`src/rtl/mem_stage.sv`:
```
// mem_stage: MEM pipeline stage directly downstream of EXE.
//   Treats the EXE result as a data address for aligned big-endian byte, half
//   and word loads and stores over a req/ack data-memory handshake. Non-memory
//   ops pass straight through. Upstream is stalled while an access is pending.
//   The registered WB outputs also serve as the MEM-stage forwarding source.
// Ports:
//   CLOCK, RESET (async, active-low)
//   EXE side : Valid_IN, ALUResult_IN, StoreData_IN, MemRead_IN, MemWrite_IN,
//              MemSize_IN, MemSigned_IN, RegWrite_IN, WriteReg_IN, Stall_OUT
//   DMem side: DMemReq_OUT, DMemWE_OUT, DMemAddr_OUT, DMemBE_OUT,
//              DMemWData_OUT, DMemAck_IN, DMemRData_IN
//   WB side  : WBValid_OUT, WBRegWrite_OUT, WBReg_OUT, WBData_OUT,
//              MisalignFault_OUT
// Optional build macro: MEM_TIMEOUT_EN aborts an access left unacknowledged
// for TIMEOUT_CYCLES wait cycles.
module mem_stage #(
    parameter int TIMEOUT_CYCLES = 64
) (
    input  logic        CLOCK,
    input  logic        RESET,
    input  logic        Valid_IN,
    input  logic [31:0] ALUResult_IN,
    input  logic [31:0] StoreData_IN,
    input  logic        MemRead_IN,
    input  logic        MemWrite_IN,
    input  logic [1:0]  MemSize_IN,
    input  logic        MemSigned_IN,
    input  logic        RegWrite_IN,
    input  logic [4:0]  WriteReg_IN,
    output logic        DMemReq_OUT,
    output logic        DMemWE_OUT,
    output logic [31:0] DMemAddr_OUT,
    output logic [3:0]  DMemBE_OUT,
    output logic [31:0] DMemWData_OUT,
    input  logic        DMemAck_IN,
    input  logic [31:0] DMemRData_IN,
    output logic        Stall_OUT,
    output logic        WBValid_OUT,
    output logic        WBRegWrite_OUT,
    output logic [4:0]  WBReg_OUT,
    output logic [31:0] WBData_OUT,
    output logic        MisalignFault_OUT
);
    typedef enum logic {IDLE, WAIT_ACK} state_t;

    state_t      state_q, state_d;
    logic        req_q, req_d, we_q, we_d;
    logic [29:0] addr_q, addr_d;
    logic [3:0]  be_q, be_d;
    logic [31:0] wdata_q, wdata_d;
    logic [1:0]  off_q, off_d, size_q, size_d;
    logic        sgn_q, sgn_d, regwr_q, regwr_d;
    logic [4:0]  dest_q, dest_d;
    logic        wbv_q, wbv_d, wbrw_q, wbrw_d, fault_q, fault_d;
    logic [4:0]  wbreg_q, wbreg_d;
    logic [31:0] wbdata_q, wbdata_d;
    logic        stall, timeout;

    // Request decode for the op currently presented by EXE
    logic        is_mem, misalign;
    logic [3:0]  be_new;
    logic [31:0] wdata_new;
    logic [31:0] ld_data;
    logic [7:0]  ld_byte;
    logic [15:0] ld_half;

    assign is_mem = MemRead_IN | MemWrite_IN;

    always_comb begin
        misalign  = 1'b0;
        be_new    = 4'b1111;
        wdata_new = StoreData_IN;
        case (MemSize_IN)
            2'b00: begin
                be_new    = 4'b1000 >> ALUResult_IN[1:0];
                wdata_new = {4{StoreData_IN[7:0]}};
            end
            2'b01: begin
                misalign  = ALUResult_IN[0];
                be_new    = ALUResult_IN[1] ? 4'b0011 : 4'b1100;
                wdata_new = {2{StoreData_IN[15:0]}};
            end
            default: misalign = |ALUResult_IN[1:0];
        endcase
    end

    // Big-endian lane extraction of the returned word
    always_comb begin
        case (off_q)
            2'd0:    ld_byte = DMemRData_IN[31:24];
            2'd1:    ld_byte = DMemRData_IN[23:16];
            2'd2:    ld_byte = DMemRData_IN[15:8];
            default: ld_byte = DMemRData_IN[7:0];
        endcase
        ld_half = off_q[1] ? DMemRData_IN[15:0] : DMemRData_IN[31:16];
        case (size_q)
            2'b00:   ld_data = {{24{sgn_q & ld_byte[7]}}, ld_byte};
            2'b01:   ld_data = {{16{sgn_q & ld_half[15]}}, ld_half};
            default: ld_data = DMemRData_IN;
        endcase
    end

`ifdef MEM_TIMEOUT_EN
    localparam int CW = $clog2(TIMEOUT_CYCLES + 1);
    logic [CW-1:0] cnt_q;

    assign timeout = (state_q == WAIT_ACK) && !DMemAck_IN &&
                     (cnt_q == CW'(TIMEOUT_CYCLES - 1));

    always_ff @(posedge CLOCK or negedge RESET) begin
        if (!RESET)                  cnt_q <= '0;
        else if (state_q != WAIT_ACK) cnt_q <= '0;
        else                         cnt_q <= cnt_q + 1'b1;
    end
`else
    assign timeout = 1'b0;
`endif

    always_comb begin
        state_d  = state_q;
        req_d    = req_q;
        we_d     = we_q;
        addr_d   = addr_q;
        be_d     = be_q;
        wdata_d  = wdata_q;
        off_d    = off_q;
        size_d   = size_q;
        sgn_d    = sgn_q;
        regwr_d  = regwr_q;
        dest_d   = dest_q;
        wbv_d    = wbv_q;
        wbrw_d   = wbrw_q;
        wbreg_d  = wbreg_q;
        wbdata_d = wbdata_q;
        fault_d  = 1'b0;
        stall    = 1'b0;
        case (state_q)
            IDLE: begin
                if (!Valid_IN) begin
                    wbv_d  = 1'b0;
                    wbrw_d = 1'b0;
                end else if (!is_mem) begin
                    wbv_d    = 1'b1;
                    wbrw_d   = RegWrite_IN & (|WriteReg_IN);
                    wbreg_d  = WriteReg_IN;
                    wbdata_d = ALUResult_IN;
                end else if (misalign) begin
                    fault_d = 1'b1;
                    wbv_d   = 1'b1;
                    wbrw_d  = 1'b0;
                end else begin
                    stall   = 1'b1;
                    state_d = WAIT_ACK;
                    req_d   = 1'b1;
                    we_d    = !MemRead_IN;   // read wins when both are set
                    addr_d  = ALUResult_IN[31:2];
                    be_d    = be_new;
                    wdata_d = wdata_new;
                    off_d   = ALUResult_IN[1:0];
                    size_d  = MemSize_IN;
                    sgn_d   = MemSigned_IN;
                    regwr_d = RegWrite_IN & (|WriteReg_IN);
                    dest_d  = WriteReg_IN;
                    wbv_d   = 1'b0;
                    wbrw_d  = 1'b0;
                end
            end
            default: begin
                stall = !DMemAck_IN;
                if (DMemAck_IN) begin
                    state_d = IDLE;
                    req_d   = 1'b0;
                    we_d    = 1'b0;
                    wbv_d   = 1'b1;
                    if (!we_q) begin
                        wbrw_d   = regwr_q;
                        wbreg_d  = dest_q;
                        wbdata_d = ld_data;
                    end else begin
                        wbrw_d = 1'b0;
                    end
                end else if (timeout) begin
                    state_d = IDLE;
                    req_d   = 1'b0;
                    we_d    = 1'b0;
                    fault_d = 1'b1;
                    wbv_d   = 1'b1;
                    wbrw_d  = 1'b0;
                end
            end
        endcase
    end

    always_ff @(posedge CLOCK or negedge RESET) begin
        if (!RESET) begin
            state_q  <= IDLE;
            req_q    <= 1'b0;
            we_q     <= 1'b0;
            addr_q   <= '0;
            be_q     <= '0;
            wdata_q  <= '0;
            off_q    <= '0;
            size_q   <= '0;
            sgn_q    <= 1'b0;
            regwr_q  <= 1'b0;
            dest_q   <= '0;
            wbv_q    <= 1'b0;
            wbrw_q   <= 1'b0;
            wbreg_q  <= '0;
            wbdata_q <= '0;
            fault_q  <= 1'b0;
        end else begin
            state_q  <= state_d;
            req_q    <= req_d;
            we_q     <= we_d;
            addr_q   <= addr_d;
            be_q     <= be_d;
            wdata_q  <= wdata_d;
            off_q    <= off_d;
            size_q   <= size_d;
            sgn_q    <= sgn_d;
            regwr_q  <= regwr_d;
            dest_q   <= dest_d;
            wbv_q    <= wbv_d;
            wbrw_q   <= wbrw_d;
            wbreg_q  <= wbreg_d;
            wbdata_q <= wbdata_d;
            fault_q  <= fault_d;
        end
    end

    // Gated by RESET so the stall drops the instant reset asserts
    assign Stall_OUT         = RESET & stall;
    assign DMemReq_OUT       = req_q;
    assign DMemWE_OUT        = we_q;
    assign DMemAddr_OUT      = {addr_q, 2'b00};
    assign DMemBE_OUT        = be_q;
    assign DMemWData_OUT     = wdata_q;
    assign WBValid_OUT       = wbv_q;
    assign WBRegWrite_OUT    = wbrw_q;
    assign WBReg_OUT         = wbreg_q;
    assign WBData_OUT        = wbdata_q;
    assign MisalignFault_OUT = fault_q;
endmodule

```
`config.mk`:
```
export PLATFORM = sky130hd
export DESIGN_NAME = mem_stage
export DESIGN_NICKNAME = d
export VERILOG_FILES = /design/src/rtl/mem_stage.sv
export SDC_FILE = /design/constraint.sdc
export NUM_CORES = 1
export LEC_CHECK = 0
export ABC_AREA = 1
export CORE_MARGIN = 4
export CORE_UTILIZATION = 41
export DETAILED_ROUTE_END_ITERATION = 16
export GPL_TIMING_DRIVEN = 0
export HOLD_SLACK_MARGIN = 0.1
export MAX_ROUTING_LAYER = met4
export PLACE_DENSITY_LB_ADDON = 0.12
export SLEW_MARGIN = 20
export SYNTH_ARGS = -nofsm -noshare
export SYNTH_HDL_FRONTEND = slang
export SYNTH_SLANG_ARGS = --single-unit
```
`constraint.sdc`:
```
create_clock -name CLOCK -period 1.6 [get_ports CLOCK]
set_clock_uncertainty 0.2 [all_clocks]
set_input_delay 0.32 -clock CLOCK [delete_from_list [all_inputs] [get_ports CLOCK]]
set_output_delay 0.32 -clock CLOCK [all_outputs]
set_load 0.005 [all_outputs]
```
-- Yosys cells after proc, flatten, opt, wreduce, memory -nomap -nowiden
Cells that the tools add are included.
- output and inout bits: 111
- bits of input ports: 111
- register bits after elaboration: 120
- word-level logic and storage cells: 89
- eq/ne operators: 8
- shift operators: 1
- reduce and logical (&&, ||, !) cells: 12
- bitwise logic cells: 7
- mux-type cells: 45
- operators by type and width (cell ; count):
    32-bit two-way mux ; 5
    32-bit case mux with 2 select lines ; 2
    1-bit two-way mux ; 28
    5-bit two-way mux ; 5
    8-bit case mux with 3 select lines ; 1
    16-bit two-way mux ; 1
    4-bit AND reduction ; 3
    2-bit != test, second input constant ; 4
    4-bit case mux with 2 select lines ; 1
    2-bit by 1-bit equality test with 1-bit output, second input constant ; 3
    2-bit logical NOT ; 3
    5-bit OR reduction ; 1
    1-bit bitwise AND ; 4
    4-bit two-way mux ; 1
    2-bit nonzero test ; 2
    4-bit by 2-bit >> shifter with 4-bit output, first input constant ; 1
    2-bit equality test, second input constant ; 1
    1-bit logical NOT ; 2
    1-bit inverter ; 2
    1-bit case mux with 2 select lines ; 1
    2-bit OR reduction ; 1
    1-bit OR ; 1

-- Depth between registers and ports, before layout
- word-level depth: 7
- gate-level depth with buffers: 11
- gate-level depth less buffers: 8

-- Least setup slack after synthesis
OpenSTA, ideal clock, no wires.
- path kind: input -> output
- start point: input port MemSize_IN[0]
- end point: output port Stall_OUT
- data required time: 1.080 ns
- data arrival time: 1.216 ns
- slack: -0.136 ns
- cell stages on the path: 9
- path buffers: 2
- cell sequence: buf_4 -> nor2_8 -> a21oi_2 -> inv_2 -> nand2_4 -> inv_2 -> nand2_4 -> buf_6 -> a21boi_0
- cells in the longest elaborated chain, start to end: 7
- elaborated cells between the ends (all ways): 8
- those cells by class: eq/ne (1); mux (5); bitwise (1); reduce/logical (1)
- RTL lines (what ; RTL line ; text):
    from (decl) ; 26 ; input logic [1:0] MemSize_IN,
    2-bit by 1-bit equality test with 1-bit output or 2-bit logical NOT (tied branches) ; 73 ; case (MemSize_IN)
    1-bit case mux with 2 select lines * ; 73 ;
    1-bit two-way mux * ; 147 ; end else if (misalign) begin
    1-bit two-way mux * ; 142 ; end else if (!is_mem) begin
    1-bit two-way mux * ; 139 ; if (!Valid_IN) begin
    1-bit two-way mux * ; 137 ; case (state_q)
    1-bit bitwise AND * ; 233 ; assign Stall_OUT = RESET & stall;
    to (decl) ; 37 ; output logic Stall_OUT,
Mark *: on every way between the ends. The rest lies on a longest branch, timed or not.

-- Final worst setup path
- start point: register state_q
- end point: output port Stall_OUT
- cells in the longest elaborated chain, start to end: 2
- RTL lines (what ; RTL line ; text):
    from (decl) ; 46 ; state_t state_q, state_d;
    from (signal assigned) ; 213 ; state_q <= state_d;
    1-bit two-way mux ; 137 ;
    1-bit bitwise AND ; 233 ;
Every way passes these cells.

==> impl_metrics.yaml <==
floorplanning:
  die_y_um: 131
  start_util_pct: 42.4
  die_w_um: 131
  pin_count: 222
  core_sq_um: 14700
  rows: 44
  dieArea_sq_um: 17200
logic_synthesis:
  postSynthAreaPerCell_sq_um: 7.85
  synth_cell_types: 27
  yosys_warnings: 0
  synthesis.area_sq_um: 6230
  synth-seq-cells: 120
  syn_inst: 793
  ys_seq_area_share_pct: 48.2
route:
  wl_mm: 22.8
  antenna_left: 0
  vias: 6589
  dr.first_iter.drc_count: 495
  first_pass_iters: 5
  drc_errors: 0
  vias_per_cell: 5.09
  routedWlPerCell_um: 17.6
place:
  dp_hpwl_mm: 16.0
  dp_slack_ns: -1.16
  place_area_sq_um: 8690
  routabilityCongestion: 0.945
  port-buffer-count: 217
sta:
  hold_viol_final: 79
  post-route-period-util_pct: 126
  final_max_slew_viol_count: 0
  finalSetupViolCount: 95
  hold_ws_ns: -0.399
  worst_pin_slew_ns: 0.502
  relSlewSlack_pct: 66.5
  worst_slack_ns: -0.414
  fin_crit_ns: 2.01
  rsz0062_at_grt: "yes"
  fmax_ghz: 0.496
grt:
  grt_pass1_wl_mm: 34.3
  antenna_found_initial: 2
  first_global_vias: 6427
  track_usage_pct: 25.8
  grt_start_max_net_pins: 43
  overflow: 0
outcome:
  violations: "negative hold slack, negative setup slack"
  outcome: "complete, but fails checks"
setup_path:
  arrival_ns: 1.49
  r2r_end: "WBData_OUT[29]"
  slowest_delay_ns: 0.43
  end_kind: "output pin"
  critPathLaunchType: "flip-flop"
  reg2reg_depth: 9
  crit_start: "state_q"
  reg2reg_from: "state_q"
  path_common_cell: "nand2_4"
  path_cells: "nor2_4 -> nand2_4 -> inv_4 -> nand2_4 -> buf_12 -> a21boi_2 -> buf_2"
  path_max_fanout: 2
  critPathRequiredTime_ns: 1.08
  crit_family: "flip-flops"
  crit_buf_inv: 3
  reg2reg_slack_ns: -0.27
  crit_type: "reg -> out"
  critPathSlowestCell: "dfrtp_2"
layout:
  drive_gt1_share_pct: 20.9
  final_area_sq_um: 10100
  fill_cells: 1229
  nets: 1208
  most-common-layout-cells: "nand2_1 (254), dfrtp_1 (119), clkdlybuf4s50_1 (103), clkdlybuf4s15_1 (86), a21oi_1 (84)"
  syn_to_final_growth_pct: 62.7
  final_common_cell: "nand2_1"
flow_run:
  max_cap_viol_count: 0
power:
  p_leak_nw: 5.04
  p_per_area_nw_per_um2: 1310
  ir_drop_mv: 0.780
clocking:
  clk_pin_slew_worst_paths_ns: 0.06
  cts_buffers: 17
  clk_latency_ns: 0.42
  cts_tree: "built"
  cts-root-buf: "clkbuf_16"
  cts.htree.levels: 4
  clock_sinks: 120
  max-clock-path-buffers: 2
hold_path:
  hold_path_class: "in -> async"
==> worst reg2reg max path, stage by stage (launching register included) <==
cell and delay (ns):
dfrtp_2 0.43, buf_4 0.18, o21ai_2 0.24, inv_2 0.07, nand2_2 0.13, buf_8 0.17
buf_6 0.16, a21oi_1 0.06, nand2_1 0.07, nand2_1 0.05
==> layer usage <==
metal | vias to the layer above | GRT usage [%] | part of all wire (%)
met3 | 38 | 7.07 | 7.4
met4 | 0 | 7.35 | 1.8
met2 | 257 | 39.8 | 48
met5 | - | - | 0
met1 | 3112 | 33.5 | 43
li1 | 3182 | - | -
==> where the power goes <==
part | leakage, nW | internal, mW | switching [mW]
Combinational | 3.26 | 2.59 | 2.33
Sequential | 1.48 | 3.96 | 0.552
Clock | 0.292 | 2.48 | 1.37
==> synthesized netlist by cell type <==
master | number | share of area [%]
a21oi_1 | 85 | 6.8
nor2_1 | 20 | 1.2
nand3_1 | 62 | 5.0
nand4_1 | 1 | 0.10
o211ai_1 | 8 | 0.96
nand2_4 | 2 | 0.36
inv_1 | 59 | 3.6
nand2_2 | 25 | 2.5
buf_1 | 1 | 0.060
nor2_4 | 2 | 0.36
a22oi_1 | 1 | 0.12
clkbuf_1 | 13 | 0.78
a21boi_0 | 1 | 0.12
nand2_1 | 262 | 16
dfrtp_1 | 120 | 48
nor4_1 | 1 | 0.10
a31oi_1 | 6 | 0.60
nor2_8 | 1 | 0.32
a211oi_1 | 2 | 0.24
buf_2 | 21 | 1.7
buf_6 | 9 | 1.6
conb_1 | 1 | 0.060
o21ai_2 | 31 | 4.4
o21ai_0 | 44 | 3.5
buf_4 | 7 | 0.84
inv_2 | 6 | 0.36
a21oi_2 | 2 | 0.28
==> registers in the layout, summed over array words and instances (netlist names), 2 cells and up <==
signal	cells
DMemWData_OUT	32
WBData_OUT	32
addr_q	30
WBReg_OUT	5
dest_q	5
DMemBE_OUT	4
off_q	2
size_q	2
==> through the flow <==
step / total power [mW] / hold WS [ns] / utilization (%) / setup TNS, ns / instances
floorplan: 6.40 / -0.176 / - / -0.0688 / 794
global placement: 9.08 / 0.256 / 58.8 / -663.42 / 1195
detailed placement: 9.14 / 0.0545 / 59.1 / -75.17 / 1197
CTS: 12.8 / -0.390 / 64.7 / -8.76 / 1255
global route: 14.0 / -0.374 / 68.9 / -14.80 / 1295
finish: 13.3 / -0.399 / 68.9 / -10.49 / 1295
==> repair_timing <==
item | CTS | global route
gates cloned | 0 | 9
pin swaps | 8 | 1
buffers inserted | 27 | 28
hold endpoints to repair | 79 | 81
resized for setup | 193 | 109
endpoints found under the setup margin | 223 | 184
==> worst max path at each step <==
stage | endpoint | slack (ns) | cells past startpoint
2_1_floorplan | Stall_OUT | -0.07 | 9
3_3_place_gp | Stall_OUT | -4.97 | 3
3_5_place_dp | Stall_OUT | -1.16 | 10
4_1_cts | Stall_OUT | -0.40 | 7
5_1_grt | Stall_OUT | -0.49 | 7
6_report | Stall_OUT | -0.41 | 7
==> area by class of cell <==
type	count	area [sq um]	share of cell area, %
clock inverter	7	91.3	0.902
multi-input combinational	558	2800	27.7
antenna	2	5.00	0.0494
sequential	120	3000	29.7
buffer	51	428	4.22
timing repair buffer	284	2820	27.8
tap	184	230	2.27
clock buffer	24	502	4.95
inverter	65	251	2.48
==> logic make-up after synthesis <==
family | Yosys count | synth area share (%)
DFF | 120 | 48.2
buffers and inverters | 116 | 8.92
other | 1 | 0.0602
AOI/OAI and AO/OA | 180 | 17.1
and+or+nand+nor | 376 | 25.7
No activity file was read; power rests on OpenSTA's default activity.
